==> src/rtl/seg7_disp_ctrl.sv <==
// Register front end for the 7-segment scan driver: shadow registers, scan/flash timing,
// and frame-aligned commit. Optional forced test pattern under SEG7_TEST_PATTERN_EN.
module seg7_disp_ctrl #(
  parameter int SCAN_DIV_W  = 17,
  parameter int FLASH_DIV_W = 25
) (
  input  logic        clk,
  input  logic        rst,
  input  logic        wr_en,
  input  logic [1:0]  wr_sel,
  input  logic [31:0] wr_data,
  output logic        wr_ack,
  output logic [2:0]  scan,
  output logic        flash_clk,
  output logic [31:0] hexs,
  output logic [7:0]  point,
  output logic [7:0]  les,
  output logic        frame_pending
);

  logic [SCAN_DIV_W-1:0]  scan_cnt;
  logic [FLASH_DIV_W-1:0] flash_cnt;
  logic [2:0]             ctrl;
  logic [31:0]            sh_hex, sh_hex_nxt, hex_q;
  logic [7:0]             sh_pt, sh_pt_nxt, pt_q;
  logic [7:0]             sh_les, sh_les_nxt, les_q;
  logic                   scan_tick, frame_end, commit, data_wr;

  assign scan_tick = ctrl[0] && (&scan_cnt);
  assign frame_end = scan_tick && (scan == 3'd7);
  assign commit    = frame_end || (ctrl[1] && frame_pending);
  assign data_wr   = wr_en && (wr_sel != 2'd3);

  // Next shadow values, so a commit on the write cycle picks up the new data
  always_comb begin
    sh_hex_nxt = sh_hex;
    sh_pt_nxt  = sh_pt;
    sh_les_nxt = sh_les;
    if (wr_en) begin
      case (wr_sel)
        2'd0:    sh_hex_nxt = wr_data;
        2'd1:    sh_pt_nxt  = wr_data[7:0];
        2'd2:    sh_les_nxt = wr_data[7:0];
        default: ;
      endcase
    end
  end

  always_ff @(posedge clk) begin
    if (rst) begin
      scan_cnt      <= '0;
      flash_cnt     <= '0;
      scan          <= 3'd0;
      flash_clk     <= 1'b0;
      ctrl          <= 3'b001;
      sh_hex        <= '0;
      sh_pt         <= '0;
      sh_les        <= '0;
      hex_q         <= '0;
      pt_q          <= '0;
      les_q         <= '0;
      wr_ack        <= 1'b0;
      frame_pending <= 1'b0;
    end else begin
      wr_ack    <= wr_en;
      flash_cnt <= flash_cnt + 1'b1;
      if (&flash_cnt) flash_clk <= ~flash_clk;
      if (ctrl[0]) scan_cnt <= scan_cnt + 1'b1;
      if (scan_tick) scan <= scan + 3'd1;
      sh_hex <= sh_hex_nxt;
      sh_pt  <= sh_pt_nxt;
      sh_les <= sh_les_nxt;
      if (wr_en && wr_sel == 2'd3) ctrl <= wr_data[2:0];
      if (commit) begin
        hex_q         <= sh_hex_nxt;
        pt_q          <= sh_pt_nxt;
        les_q         <= sh_les_nxt;
        frame_pending <= 1'b0;
      end else if (data_wr) begin
        frame_pending <= 1'b1;
      end
    end
  end

`ifdef SEG7_TEST_PATTERN_EN
  assign hexs  = ctrl[2] ? 32'h8888_8888 : hex_q;
  assign point = ctrl[2] ? 8'hFF : pt_q;
  assign les   = ctrl[2] ? 8'h00 : les_q;
`else
  logic unused_tp;
  assign unused_tp = ctrl[2];
  assign hexs  = hex_q;
  assign point = pt_q;
  assign les   = les_q;
`endif

endmodule

==> config.mk <==
export PLATFORM = sky130hd
export DESIGN_NAME = seg7_disp_ctrl
export DESIGN_NICKNAME = d
export VERILOG_FILES = /design/src/rtl/seg7_disp_ctrl.sv
export SDC_FILE = /design/constraint.sdc
export NUM_CORES = 1
export LEC_CHECK = 0
export CAP_MARGIN = 20
export CORE_ASPECT_RATIO = 0.5
export CORE_MARGIN = 1.5
export CORE_UTILIZATION = 56
export CTS_CLUSTER_DIAMETER = 40
export DETAILED_ROUTE_END_ITERATION = 7
export PLACE_DENSITY_LB_ADDON = 0.25
export RECOVER_POWER = 25
export REMOVE_ABC_BUFFERS = 1
export SLEW_MARGIN = 40
export SYNTH_ARGS = -nofsm -noshare
export SYNTH_HDL_FRONTEND = slang
export SYNTH_SLANG_ARGS = --single-unit
==> constraint.sdc <==
create_clock -name clk -period 5 [get_ports clk]
set_input_delay 0.5 -clock clk [delete_from_list [all_inputs] [get_ports clk]]
set_output_delay 0.5 -clock clk [all_outputs]
set_load 0.005 [all_outputs]
* After elaboration in Yosys (flattened, before gate mapping)
Cells that the tools add are included.
W data, S select, Z words.
** Storage, ports and cells
- Register bits after elaboration :: 146
- Input port bits :: 37
- Output and inout bits :: 54
- Word-level logic and storage cells :: 38
** Cells by class
- Add/sub/neg operators :: 3
- Equality and inequality tests :: 5
- Mux-type cells :: 6
- Bitwise operators :: 1
- Reduce and logical (&&, ||, !) cells :: 10
** Operators with widths (number)
- $mux W32 :: 2
- $mux W8 :: 4
- $add A25 B1 Y25 const B :: 1
- $reduce_and A25 Y1 :: 1
- $add A17 B1 Y17 const B :: 1
- $reduce_and A17 Y1 :: 1
- $logic_and A1 B1 Y1 :: 5
- $eq A2 B2 Y1 const B :: 2
- $add A3 B1 Y3 const B :: 1
- $eq A3 B3 Y1 const B :: 1
- $eq A2 B1 Y1 const B :: 1
- $logic_not A2 Y1 :: 1
- $ne A2 B2 Y1 const B :: 1
- $reduce_or A2 Y1 :: 1
- $logic_or A1 B1 Y1 :: 1
- $not A1 Y1 :: 1

* Longest topological paths before layout
Gate-level depths: netlist (run 1).
- Depth after elaboration :: 5
- Mapped depth :: 9
- Gate-level depth less buffers :: 7

* Worst setup path after synthesis (run 1)
OpenSTA, ideal clock, no wires.
- Path type :: reg2reg
- Start :: register scan_cnt[8]
- End :: register hex_q[12], in the netlist hexs[12]
- Arrival time :: 2.083 ns
- Required time :: 4.942 ns
- Setup slack :: 2.859 ns
- Cell stages (with the launch flop) :: 9
- Path buffers :: 2
- Clock period less this slack :: 2.141 ns
- Cells stage by stage :: dfxtp_1 and4_1 nand4_1 nor3_1 ha_1 a32o_1 clkbuf_1 clkbuf_1 o22a_1
** On the way
- Word-level cells in the longest chain between the ends :: 4
** RTL lines
- start, declared :: RTL line 21 : logic [SCAN_DIV_W-1:0] scan_cnt;
- start signal, assigned :: RTL line 68 : if (ctrl[0]) scan_cnt <= scan_cnt + 1'b1;
- $reduce_and A17 Y1 :: RTL line 29 : assign scan_tick = ctrl[0] && (&scan_cnt);
- $logic_and A1 B1 Y1 :: RTL line 29
- $logic_and A1 B1 Y1 :: RTL line 30 : assign frame_end = scan_tick && (scan == 3'd7);
- $logic_or A1 B1 Y1 :: RTL line 31 : assign commit = frame_end || (ctrl[1] && frame_pending);
- end signal, assigned :: RTL line 75 : hex_q <= sh_hex_nxt;
- end, declared :: RTL line 24 : logic [31:0] sh_hex, sh_hex_nxt, hex_q;
Every way passes these cells.
A chain may end at the register's enable or synchronous reset.

* Final worst setup path (run 1)
- Start :: input wr_sel[0]
- End :: register hex_q[11], in the netlist hexs[11]
** On the way
- Word-level cells in the longest chain between the ends :: 3
** RTL lines
- start, declared :: RTL line 10 : input logic [1:0] wr_sel,
- $logic_not A2 Y1 :: RTL line 40 : case (wr_sel)
- $mux W32 :: RTL line 40
- $mux W32 :: RTL line 39 : if (wr_en) begin
Every way passes these cells.

==> results.toml, run 1 <==
[job]
maxCapViolCount = 1

[hold_path]
min-delay-start = "flash_cnt[0]$_SDFF_PP0_"
whs_path_depth = 1
hold_end = "flash_cnt[0]$_SDFF_PP0_"
min_path_type = "reg2reg"

[global_route]
grt_use_met2_pct = 43.0
antenna_found_initial = 0
gr-usage-met1_pct = 27.6
grt_pass1_wl_mm = 18.8
top_usage_layer = "met2"
grt_max_degree = 99
overflow = 0
grt_pass1_vias = 4086
use_met3_pct = 7.89
track_usage_pct = 24.1

[critical_path]
r2r-end = "hexs[1]$_SDFFE_PP0P_"
crit_required_ns = 5.36
cp_top_family = "buffers and inverters"
cp_max_fo = 32
worst-path-buf-inv = 2
max_stage_delay_ns = 1.11
cp_slowest_cell = "clkbuf_1"
path_class = "in2reg"
cp-start-kind = "primary input"
reg2reg_depth = 9
timing.rr.start = "scan_cnt[8]$_SDFFE_PP0P_"
crit_arrival_ns = 3.03
end_kind = "flop"
rrSetupSlack_ns = 2.39
crit_chain = "dlygate4sd3_1, or3b_1, clkbuf_1, nand2_1, a21oi_1, o22a_1"

[power]
p_leak_nw = 2.86
cellPowerDensity_nw_per_um2 = 375
peakVddDrop_uv = 243

[clock_network]
cts_hold_buffers = 0
post_cts_buffers = 0
cts_tree = "yes"
root_buffer = "clkbuf_16"
cts_resized = 0
clock_latency_ns = 0.42
cts_buffers = 17
cts_sinks = 146
clockBufferDepth = 2
clkTransAtPathRegs_ns = 0.06
htree_levels = 4

[detailed_routing]
drc = 0
drtAntennaViolNets = 0
viasPerCell = 5.55
wire_per_inst_um = 15.1
firstDrtPassIters = 6
drt_iter0_drc = 255
routed_wl_mm = 11.4
dr_total_vias = 4192

[sta]
tightest_slew_ns = 1.55
final.period_utilization_pct = 53.3
hold_ws_ns = 0.438
setup-tns-final_ns = 0
finalCriticalPeriod_ns = 2.66
clock_skew_ns = 0.00994
setup-violations-final = 0
timing.fmax_mhz = 375
slew_headroom_pct = -3.65
rsz0062_at_grt = "no"
hold_violations = 0
drv_slew = 33

[synthesis]
yosysTopAreaCellShare_pct = 55.2
netlist.top_cell.by_area = "dfxtp_1"
synthTopCellsByArea = "dfxtp_1, o22a_1, nand2_1"
synthCells = 546
synth-main-ff-cell = "dfxtp_1"
synth_edf_count = 0
syn_avg_cell_area_sq_um = 9.70
synthesis.area_sq_um = 5300
synthArstFlopShare_pct = 0
yosys_warnings = 0
seq_area_frac_synth_pct = 55.2
ys_seq_elements = 146
synth_cell_types = 36

[layout]
regArea_sq_um = 2920
drive_gt1_share_pct = 7.21
antennaDiodeCount = 0
n_fill_cell = 610
stdcell_area_sq_um = 6840
final_cells = 755
multi_input_area_sq_um = 2200
nets = 667
syn2layout_area_growth_pct = 29.1

[floorplan]
die_area_sq_um = 10100
core_area_sq_um = 8950
die_w_um = 141
num_rows = 24
start_util_pct = 59.2
die-height_um = 71.8
io_pins = 91

[placement]
dp.cells = 723
dpl_cell_area_sq_um = 6270
port-buffer-count = 90
gp_congestion = 0.818
hpwl_mm = 7.08

[outcome]
status = "finished with violations"
violations = "max-capacitance violations, max-slew violations"
-- flip-flops by register name, indices dropped and copies added, names as in the netlist, 2 cells and up --
signal / count
scan_cnt: 17
scan: 3
les: 8
ctrl: 2
flash_cnt: 25
sh_les: 8
hexs: 32
sh_hex: 32
sh_pt: 8
point: 8
-- cell usage after synthesis (5+ instances only) --
master and count:
and3_1 6, nand4_1 14, nor2_1 45, mux2i_1 20, nand2_1 78, dfxtp_1 146, xor2_1 15, nand3_1 15
o22a_1 48, a21oi_1 51, ha_1 5, clkbuf_1 17, xnor2_1 9, o21ai_0 12, or3_1 10, buf_2 14
-- report_power, final --
group	internal [W]	total, W	switching, W
combinational	0.0000693	0.000133	0.0000636
sequential	0.00119	0.00120	0.0000136
clock	0.000733	0.00123	0.000494
total	0.00199	0.00256	0.000572
-- worst reg2reg max path: stages (launching register included) --
cell     delay, ns
dfxtp_1       0.42
and4_1        0.23
nand4_1       0.14
nor3_1        0.21
ha_1          0.25
a32o_2        0.18
buf_4         0.47
nor2_4        0.21
buf_16        0.22
o22a_1        0.19
-- worst max-delay path by stage --
stage	from	end	slack (ns)	cells after the start
floorplan	scan_cnt[11]$_SDFFE_PP0P_	hexs[0]$_SDFFE_PP0P_	1.44	7
global placement	scan_cnt[11]$_SDFFE_PP0P_	hexs[0]$_SDFFE_PP0P_	2.26	8
detailed placement	scan_cnt[8]$_SDFFE_PP0P_	hexs[5]$_SDFFE_PP0P_	2.40	9
CTS	scan_cnt[8]$_SDFFE_PP0P_	hexs[27]$_SDFFE_PP0P_	2.39	9
global route	wr_sel[0]	hexs[8]$_SDFFE_PP0P_	2.12	6
finish	wr_sel[0]	hexs[11]$_SDFFE_PP0P_	2.34	6
-- layout make-up --
| cell class | instances | share of cell area (%) |
|---|---|---|
| clock buffer | 20 | 6.82 |
| clock inverter | 12 | 1.77 |
| inverter | 3 | 0.165 |
| multi-input combinational | 361 | 32.2 |
| sequential | 146 | 42.7 |
| tap | 117 | 2.14 |
| timing repair buffer | 96 | 14.1 |
-- cells in the final DEF, fill, tap and decap left out, types with 2 or more instances in the layout --
cell             instances
inv_6                    4
ha_1                     5
or4_1                    4
nor2_1                  44
clkbuf_1                 2
nand3b_1                 2
dlygate4sd3_1            2
clkbuf_16               17
o31ai_1                  4
clkbuf_8                 3
mux2i_1                 20
a21oi_1                 51
and3_1                   6
and4_4                   3
clkdlybuf4s50_1         87
or3_1                   10
xor2_1                  15
nand4_1                 15
clkinv_4                 5
buf_4                    2
nand2_1                 78
o21ai_0                 12
inv_1                    3
o22a_1                  48
xnor2_1                  9
nor2b_1                  2
dfxtp_1                146
nand3_1                 15
or3_2                    2
nor3_1                   4
and4_1                   4
-- layer usage --
layer	vias to the layer above	wire [um]	share of wire, %
li1	2084	-	-
met1	2007	4890	43
met2	95	5870	51
met3	6	575	5.0
met4	0	78	0.68
met5	-	0	0
-- per-stage QoR --
step                      setup WS (ns)  total power, W  util (%)
after floorplan                    1.44         0.00128         -
after global placement             2.26         0.00135      69.6
after detailed placement           2.40         0.00136      70.1
after CTS                          2.39         0.00258      76.6
after global routing               2.12         0.00265      76.4
final                              2.34         0.00256      76.4
-- cell families after synthesis --
family                     after synthesis  synth area share (%)
AOI/OAI and AO/OA                      116                  14.6
muxes                                   20                  3.78
DFF                                    146                  55.2
buffers and inverters                   39                  3.26
and+or+nand+nor                        196                  18.0
xor gates and xnor gates                24                  3.97
adders and majority gates                5                  1.18
No activity file was read; power rests on OpenSTA's default activity.
==> inputs of run 2 (changes only) <==
--- a/config.mk
+++ b/config.mk
@@ -8,7 +8,7 @@
 export CAP_MARGIN = 20
 export CORE_ASPECT_RATIO = 0.5
 export CORE_MARGIN = 1.5
-export CORE_UTILIZATION = 56
+export CORE_UTILIZATION = 52
 export CTS_CLUSTER_DIAMETER = 40
 export DETAILED_ROUTE_END_ITERATION = 7
 export PLACE_DENSITY_LB_ADDON = 0.25
==> constraint.sdc (replaced) <==
create_clock -name clk -period 2.5 [get_ports clk]
set_input_delay 0.25 -clock clk [delete_from_list [all_inputs] [get_ports clk]]
set_output_delay 0.25 -clock clk [all_outputs]
set_load 0.005 [all_outputs]
==> run 2 against run 1 <==
Against the previous run:
- first-iteration DRC count decreased by 22%
- the run now ends clean
- routed wire length decreased by 1.7%
- final area increased by 1.3%
- highest routed layer unchanged
- sequential cell count unchanged
- die area increased by 7.4%
- largest power group unchanged
- power increased by 110%
- critical path depth increased by 2
==> results.toml, run 2 (synthesized netlist as in run 1, its figures left out) <==
[outcome]
status = "finished, final reports clean"

[layout]
regArea_sq_um = 2920
final_cell_mix = "dfxtp_1, clkdlybuf4s50_1, nand2_1, a21oi_1, o22a_1"
post-route-util_pct = 71.7
syn2layout_area_growth_pct = 30.7
drive_gt1_share_pct = 7.21
antennaDiodeCount = 0
final_common_cell = "dfxtp_1"
nets = 668
stdcell_area_sq_um = 6930
multi_input_area_sq_um = 2210
n_fill_cell = 718

[floorplan]
io_pins = 91
num_rows = 25
die-height_um = 74.4
core_area_sq_um = 9670
start_util_pct = 54.8
die_w_um = 146
die_area_sq_um = 10800

[global_route]
grt_max_degree = 50
antenna_found_initial = 0
grt_pass1_vias = 4030
overflow = 0
grt_pass1_wl_mm = 18.7
track_usage_pct = 21.7

[critical_path]
path_class = "reg2reg"
max_stage_delay_ns = 0.42
rrSetupSlack_ns = 0.34
crit_chain = "and4_1, nand4_1, nor3_1, ha_1, a32o_2, nor2_4, buf_12, o22a_1"
r2r-end = "point[2]$_SDFFE_PP0P_"
worst-path-buf-inv = 1
crit_arrival_ns = 2.45
path_depth = 8
cp_top_family = "simple AND/OR/NAND/NOR gates"
timing.rr.start = "scan_cnt[8]$_SDFFE_PP0P_"
crit_required_ns = 2.79
cp_max_fo = 48
end_kind = "flop"
reg2reg_depth = 8
cp-start-kind = "flop"
cp_slowest_cell = "dfxtp_1"

[sta]
timing.fmax_mhz = 463
rsz0062_at_grt = "no"
final.period_utilization_pct = 86.5
setup-tns-final_ns = 0
slew_headroom_pct = 16.0
finalCriticalPeriod_ns = 2.16
clock_skew_ns = 0.0117
setup-violations-final = 0
hold_violations = 0
tightest_slew_ns = 1.26
drv_slew = 0

[clock_network]
htree_levels = 4
post_cts_buffers = 0
clockBufferDepth = 2
cts_sinks = 146
cts_buffers = 17
root_buffer = "clkbuf_16"
cts_tree = "yes"
clkTransAtPathRegs_ns = 0.06
clock_latency_ns = 0.41
cts_hold_buffers = 0
cts_resized = 0

[detailed_routing]
firstDrtPassIters = 4
dr_total_vias = 4160
drtAntennaViolNets = 0
drt_iter0_drc = 198
drc = 0
routed_wl_mm = 11.2
viasPerCell = 5.38
wire_per_inst_um = 14.5

[hold_path]
min_path_type = "in2reg"
hold_end = "sh_hex[22]$_SDFF_PP0_"
whs_path_depth = 3
min-delay-start = "wr_data[22]"

[power]
cellPowerDensity_nw_per_um2 = 785
p_total_w = 0.00544
p_leak_nw = 2.89
peakVddDrop_uv = 513

[placement]
port-buffer-count = 90
gp_congestion = 0.722
dpl_cell_area_sq_um = 6310
hpwl_mm = 6.78

[job]
maxCapViolCount = 0
[run 2: layout make-up]
| cell class | instances | share of cell area, % |
|---|---|---|
| clock buffers | 17 | 6.14 |
| clock inverters | 14 | 3.27 |
| inverters | 3 | 0.163 |
| multi-input cells | 361 | 31.9 |
| flip-flops and latches | 146 | 42.2 |
| well taps | 135 | 2.44 |
| repair buffers | 97 | 13.9 |
[run 2: layer usage]
layer,global-route usage (%),part of all wire (%)
met1,25.1,46
met2,39.5,49
met3,5.58,4.5
met4,9.30,0.53
met5,0,0
[run 2: worst register-to-register path, cell delays in order, from the launching register on]
cell     delay [ns]
dfxtp_1        0.42
and4_1         0.24
nand4_1        0.14
nor3_1         0.23
ha_1           0.25
a32o_2         0.26
nor2_4         0.05
buf_12         0.24
o22a_1         0.22
[run 2: worst max-delay path by stage]
stage                                 end                 startpoint
floorplan            hexs[0]$_SDFFE_PP0P_  scan_cnt[11]$_SDFFE_PP0P_
global placement    hexs[20]$_SDFFE_PP0P_   scan_cnt[9]$_SDFFE_PP0P_
detailed placement  hexs[17]$_SDFFE_PP0P_   scan_cnt[8]$_SDFFE_PP0P_
CTS                 point[2]$_SDFFE_PP0P_   scan_cnt[8]$_SDFFE_PP0P_
global route        point[2]$_SDFFE_PP0P_   scan_cnt[9]$_SDFFE_PP0P_
finish              point[2]$_SDFFE_PP0P_   scan_cnt[8]$_SDFFE_PP0P_
[run 2: report_power, final]
group          switching, W  leakage [nW]  total [W]  internal, W
sequential        0.0000261          1.18    0.00241      0.00238
combinational      0.000123          1.40   0.000258     0.000135
clock              0.000989         0.311    0.00277      0.00178
total               0.00114          2.89    0.00544      0.00430
[run 2: metrics by stage]
stage	hold WS, ns	setup WS [ns]	std cells
finish	0.405	0.338	773
global placement	0.428	0.494	742
global route	0.421	0.103	773
CTS	0.379	0.365	773
floorplan	0.317	-1.06	510
detailed placement	0.443	0.419	742
